--- src/rtl/wb_vbuf_flip.sv ---
// Double-buffer page-flip controller for the two video color buffers.
// Wishbone B3 register slave; flips are applied at the start of vsync only.
module wb_vbuf_flip #(
    parameter int CNT_WIDTH = 16
) (
    input  logic        clk,
    input  logic        rst,
    input  logic        bus_cyc,
    input  logic        bus_stb,
    input  logic        bus_we,
    input  logic [31:0] bus_adr,
    input  logic [3:0]  bus_sel,
    input  logic [31:0] bus_dat_m2s,
    input  logic [2:0]  bus_cti,
    output logic [31:0] bus_dat_s2m,
    output logic        bus_ack,
    output logic        bus_err,
    output logic        bus_rty,
    input  logic        vsync,
    output logic        display_sel,
    output logic        draw_sel,
    output logic        irq
);

    typedef enum logic {
        S_IDLE = 1'b0,
        S_PEND = 1'b1
    } state_t;

    state_t                 state_q, state_d;
    logic                   vs_meta_q, vs_meta_d;
    logic                   vs_sync_q, vs_sync_d;
    logic                   vs_hist_q, vs_hist_d;
    logic                   ack_q, ack_d;
    logic [31:0]            dat_q, dat_d;
    logic                   disp_q, disp_d;
    logic                   done_q, done_d;
    logic                   irq_en_q, irq_en_d;
    logic                   auto_q, auto_d;
    logic                   irq_q, irq_d;
    logic [CNT_WIDTH-1:0]   frames_q, frames_d;

    logic        vs_start;
    logic        req;
    logic        wr;
    logic        wr_ctrl;
    logic        wr_stat;
    logic        flip_wr;
    logic        toggle;
    logic [31:0] rdata;
    logic        unused_ok;

    // Bus decode, read mux and vsync edge detect.
    always_comb begin
        vs_start = vs_hist_q & ~vs_sync_q;
        req      = bus_cyc & bus_stb & ~ack_q;
        wr       = req & bus_we & bus_sel[0];
        wr_ctrl  = wr & (bus_adr[3:2] == 2'd0);
        wr_stat  = wr & (bus_adr[3:2] == 2'd1);
        flip_wr  = wr_ctrl & bus_dat_m2s[0];
        toggle   = vs_start & (auto_q | (state_q == S_PEND));
        rdata    = 32'd0;
        case (bus_adr[3:2])
            2'd0:    rdata = {29'd0, auto_q, irq_en_q, 1'b0};
            2'd1:    rdata = {29'd0, done_q, state_q == S_PEND, disp_q};
            2'd2:    rdata = 32'(frames_q);
            default: rdata = 32'd0;
        endcase
    end

    // Next-state for flip FSM, registers, bus handshake and synchronizer.
    always_comb begin
        vs_meta_d = vsync;
        vs_sync_d = vs_meta_q;
        vs_hist_d = vs_sync_q;
        ack_d     = req;
        dat_d     = req ? rdata : 32'd0;
        state_d   = state_q;
        disp_d    = disp_q;
        done_d    = done_q;
        irq_en_d  = irq_en_q;
        auto_d    = auto_q;
        frames_d  = frames_q;
        irq_d     = done_q & irq_en_q;
        if (wr_ctrl) begin
            irq_en_d = bus_dat_m2s[1];
            auto_d   = bus_dat_m2s[2];
        end
        if (wr_stat && bus_dat_m2s[2]) begin
            done_d = 1'b0;
        end
        if (vs_start) begin
            frames_d = frames_q + 1'b1;
            // A request arriving with vs_start waits for the next frame,
            // unless an older one is consumed now; then it is dropped.
            state_d  = (flip_wr && state_q == S_IDLE) ? S_PEND : S_IDLE;
        end else if (flip_wr) begin
            state_d = S_PEND;
        end
        if (toggle) begin
            disp_d = ~disp_q;
            done_d = 1'b1;
        end
    end

    // State registers with synchronous reset.
    always_ff @(posedge clk) begin
        if (rst) begin
            state_q   <= S_IDLE;
            vs_meta_q <= 1'b1;
            vs_sync_q <= 1'b1;
            vs_hist_q <= 1'b1;
            ack_q     <= 1'b0;
            dat_q     <= 32'd0;
            disp_q    <= 1'b0;
            done_q    <= 1'b0;
            irq_en_q  <= 1'b0;
            auto_q    <= 1'b0;
            irq_q     <= 1'b0;
            frames_q  <= '0;
        end else begin
            state_q   <= state_d;
            vs_meta_q <= vs_meta_d;
            vs_sync_q <= vs_sync_d;
            vs_hist_q <= vs_hist_d;
            ack_q     <= ack_d;
            dat_q     <= dat_d;
            disp_q    <= disp_d;
            done_q    <= done_d;
            irq_en_q  <= irq_en_d;
            auto_q    <= auto_d;
            irq_q     <= irq_d;
            frames_q  <= frames_d;
        end
    end

    assign bus_dat_s2m = dat_q;
    assign bus_ack     = ack_q;
    assign bus_err     = 1'b0;
    assign bus_rty     = 1'b0;
    assign display_sel = disp_q;
    assign draw_sel    = ~disp_q;
    assign irq         = irq_q;

    assign unused_ok = ^{bus_cti, bus_adr[31:4], bus_adr[1:0],
                         bus_sel[3:1], bus_dat_m2s[31:3]};

endmodule

--- config.mk ---
export PLATFORM = sky130hd
export DESIGN_NAME = wb_vbuf_flip
export DESIGN_NICKNAME = d
export VERILOG_FILES = /design/src/rtl/wb_vbuf_flip.sv
export SDC_FILE = /design/constraint.sdc
export NUM_CORES = 1
export LEC_CHECK = 0
export CAP_MARGIN = 15
export CORE_MARGIN = 2
export CORE_UTILIZATION = 60
export CTS_BUF_LIST = sky130_fd_sc_hd__clkbuf_8
export DETAILED_ROUTE_END_ITERATION = 6
export DONT_BUFFER_PORTS = 1
export PLACE_DENSITY = 0.74
export REMOVE_ABC_BUFFERS = 1
export SLEW_MARGIN = 15
export SYNTH_ARGS = -nofsm -noshare
export SYNTH_HDL_FRONTEND = slang
export SYNTH_SLANG_ARGS = --single-unit
--- constraint.sdc ---
create_clock -name clk -period 1.6 [get_ports clk]
set_input_delay 0.32 -clock clk [delete_from_list [all_inputs] [get_ports clk]]
set_output_delay 0.32 -clock clk [all_outputs]
set_load 0.01 [all_outputs]
After elaboration in Yosys (flattened, before gate mapping)
Index checks and enable logic that the tools add are counted.

Register bits: 58. Input port bits: 77. Output and inout port bits: 38. Logic and storage cells: 43.

$add $sub $neg: 1. Eq/ne operators: 2. Multiplexer cells: 6. Bitwise gates (word level): 16. Reductions and logical operators: 6.

Operator list (count): case mux 16 bit (3 select lines) (1); adder 16 x 1 -> 16 bit, second input constant (1); AND 1 bit (10); 2-to-1 mux 1 bit (5); NOT 1 bit (5); nonzero test 2 bit (2); == test 2 x 1 -> 1 bit, second input constant (1); == test 2 bit, second input constant (1); logical AND 1 bit (2); zero test 2 bit (1); OR reduction 2 bit (1); OR 1 bit (1).

Depth between registers and ports, before layout
Word-level depth: 9. Depth in mapped cells: 6. Depth with buffers taken out: 5.

Least setup slack after synthesis
No wires, ideal clock.

Path kind: reg2reg. Start point: register frames_q[3]. End point: register frames_q[15]. Library setup time: 0.121 ns. Arrival time: 1.298 ns. Data required time: 1.479 ns. Path slack: 0.181 ns. Stages on the path, launching flop included: 6. Buffers on the path: 1. Period minus slack after synthesis: 1.419 ns. Path through: dfxtp_1 and4_1 buf_4 nand4_4 nor3_1 mux2_2.

Word-level cells in the longest chain between the ends: 1.

Ends and longest elaborated chain: start: declaration (RTL line 41) `logic [CNT_WIDTH-1:0] frames_q, frames_d;`; start signal: assignment (RTL line 133) `frames_q <= frames_d;`; adder 16 x 1 -> 16 bit (RTL line 93) `frames_d = frames_q + 1'b1;`.

Every way passes these cells. A chain may end at the register's enable or synchronous reset.

Worst setup path after layout
Start point: register frames_q[4]. End point: register frames_q[15].

The elaborated chain is that of the path after synthesis.

==> impl_metrics.json <==
{
  "multi_input_area_um2": 742,
  "arrival_ps": 1660,
  "grt_first_pass_wirelength_um": 4470,
  "finalCritPeriodShare_pct": 92.9,
  "finalCoreUtilization_pct": 68.0,
  "place_hpwl_um": 1930,
  "die_h_um": 57.1,
  "htree_levels": 2,
  "yosys.area.top_type": "dfxtp_1",
  "p_leak_nw": 0.754,
  "post_drt_wl_per_cell_um": 12.6,
  "cp_max_fo": 6,
  "yosysUniqueCellTypes": 34,
  "cts_made_buffers": 5,
  "fmax_ghz": 0.673,
  "drc_errors": 0,
  "io_buffers": 0,
  "grt_start_max_net_pins": 28,
  "final_layout_size_suffix_gt1_share_pct": 14.0,
  "power.density_nw_per_um2": 1150,
  "cts_hold_buf": 0,
  "root_buffer": "clkbuf_8",
  "clkSinkCount": 42,
  "maxCapViolCount": 0,
  "clockBufferDepth": 2,
  "cp-start-kind": "flop",
  "synth_top_area_share_pct": 49.7,
  "syn_avg_cell_area_um2": 9.61,
  "fin_worst_skew_ps": 3.73,
  "wirelength_um": 2740,
  "cts_resized": 0,
  "clk_pin_slew_ps": 80,
  "end_kind": "flop",
  "fp-row-count": 19,
  "critPathKind": "reg -> reg",
  "tritoncts": "done",
  "finalSetupTns_ps": 0,
  "ys_seq_area_share_pct": 49.7,
  "yosysWarnings": 0,
  "grt_use_total_pct": 18.2,
  "grt_overflow": 0,
  "final_nets": 263,
  "drt-initial-drc-count": 19,
  "antenna_found_initial": 0,
  "cts_setup_buffers": 0,
  "area_growth_syn_to_layout_pct": 8.95,
  "vias": 1143,
  "ys_ff_latch": 42,
  "gp_congestion": 0.763,
  "seqCellArea_um2": 841,
  "first_global_vias": 1029,
  "cp_data_required_time_ps": 1780,
  "die_area_um2": 3260,
  "rsz0062_at_grt": "no",
  "ant_nets": 0,
  "setup_viol": 0,
  "routed_via_density": 5.27,
  "antennaDiodeCount": 0,
  "run_status": "finished, final reports clean",
  "synth_area_leaders": "dfxtp_1, buf_4, xor2_1, and2_1, nor2_1",
  "nFillCells": 198,
  "final_max_slew_viol_count": 0,
  "num_io_pins": 115,
  "finalHoldViolCount": 0,
  "hold_class": "in -> reg",
  "period_needed_ps": 1490,
  "core_area_um2": 2710,
  "syn_inst": 176,
  "ir_drop_uv": 923,
  "clkLatencyLatePin_ps": 290,
  "start_util_pct": 62.4,
  "die_w_um": 57.1,
  "drt_pass1_iterations": 4,
  "syn-cell-area_um2": 1690
}
==> worst max-delay path, cell delays in order (launching register included) <==
cell and delay, ps:
dfxtp_1 410, and4_1 290, nand4_4 160, nor3_2 170, mux2_2 350
==> where the power goes <==
group,internal [W],switching [W]
Sequential,0.00105,0.00000453
Clock,0.000665,0.000340
Combinational,0.0000164,0.0000340
Total,0.00173,0.000379
==> layer usage <==
layer	share of wire, %	track usage [%]
met3	8.2	6.12
met4	1.6	9.30
met5	0	0
met1	44	21.3
met2	46	29.7
==> synthesized netlist by cell type <==
cell,n
dfxtp_1,42
nor2_1,21
buf_4,20
and2_1,13
xor2_1,10
nand2_1,9
a21oi_1,8
mux2i_1,5
nand4_1,4
o21ai_0,4
clkbuf_1,3
inv_1,3
nand3_1,3
nand3b_1,3
nor2b_1,3
or2_2,3
or3_1,3
and4b_1,2
xnor2_1,2
and2_2,1
and3_1,1
and4_1,1
clkbuf_2,1
conb_1,1
ha_1,1
mux2_2,1
nand2b_1,1
nand3_2,1
nand4_4,1
nor3_1,1
nor3b_2,1
nor4_1,1
o31ai_1,1
or2_1,1
==> layout make-up <==
type	instances	share of cell area [%]
sequential	42	45.6
multi-input combinational	124	40.3
clock buffer	6	4.48
timing repair buffer	9	3.67
clock inverter	2	3.26
tap	31	2.10
inverter	3	0.611
==> kinds of logic (layout without fill, tap and decap cells) <==
| kind of cell | count (synthesis) | after routing | synth area share [%] |
|---|---|---|---|
| XOR/XNOR | 12 | 12 | 6.21 |
| AO/OA/AOI/OAI | 13 | 13 | 3.99 |
| buffers and inverters | 27 | 20 | 10.5 |
| multiplexers | 6 | 6 | 3.62 |
| flip-flops | 42 | 42 | 49.7 |
| adder cells (fa/ha/maj) | 1 | 1 | 0.740 |
| AND/OR/NAND/NOR | 74 | 74 | 25.0 |
| other | 1 | 18 | 0.222 |
==> cells in the final DEF, fill, tap and decap left out <==
master,count
or2_1,1
and3_1,1
conb_1,18
ha_1,1
mux2_2,1
bufinv_16,2
nand2_1,9
or3_1,3
buf_4,9
nand4_4,1
nand2b_1,1
nor2b_1,3
and4_1,1
clkbuf_8,6
o21ai_0,4
nand3b_1,3
mux2i_1,5
and2_1,13
nor3_2,1
xor2_1,10
nor4_1,1
nor3b_2,1
nand3_1,3
nand4_1,4
o31ai_1,1
and2_2,1
nor2_1,21
and4b_1,2
nand3_2,1
inv_1,3
dfxtp_1,42
or2_2,3
a21oi_1,8
xnor2_1,2
==> flip-flops by register name (all words and copies together), names as in the netlist <==
name,cells
display_sel,1
bus_dat_s2m,16
vs_hist_q,1
irq,1
frames_q,16
bus_ack,1
state_q,1
vs_hist_d,1
irq_en_q,1
vs_meta_q,1
auto_q,1
done_q,1
==> worst paths after layout <==
path / from / cells after the start / end / slack (ps)
worst max-delay path: frames_q[4]$_SDFFE_PP0P_ / 4 / frames_q[15]$_SDFFE_PP0P_ / 110
worst min-delay path: rst / 1 / frames_q[11]$_SDFFE_PP0P_ / 90
worst max register to register: frames_q[4]$_SDFFE_PP0P_ / 4 / frames_q[15]$_SDFFE_PP0P_ / 110
worst min register to register: vs_meta_q$_SDFF_PP1_ / 1 / vs_hist_d$_SDFF_PP1_ / 410
==> stage by stage <==
step | hold slack, ps | instances | worst slack [ps] | cell area (um2) | power, W
after floorplan | 389 | 169 | 135 | 1590 | 0.00112
after global placement | 393 | 209 | 125 | 1700 | 0.00113
after detailed placement | 394 | 209 | 111 | 1700 | 0.00113
after CTS | 80.4 | 217 | 89.2 | 1840 | 0.00213
after global routing | 72.9 | 217 | 41.9 | 1840 | 0.00218
final | 92.1 | 217 | 114 | 1840 | 0.00211
(Power assumes the default switching activity.)
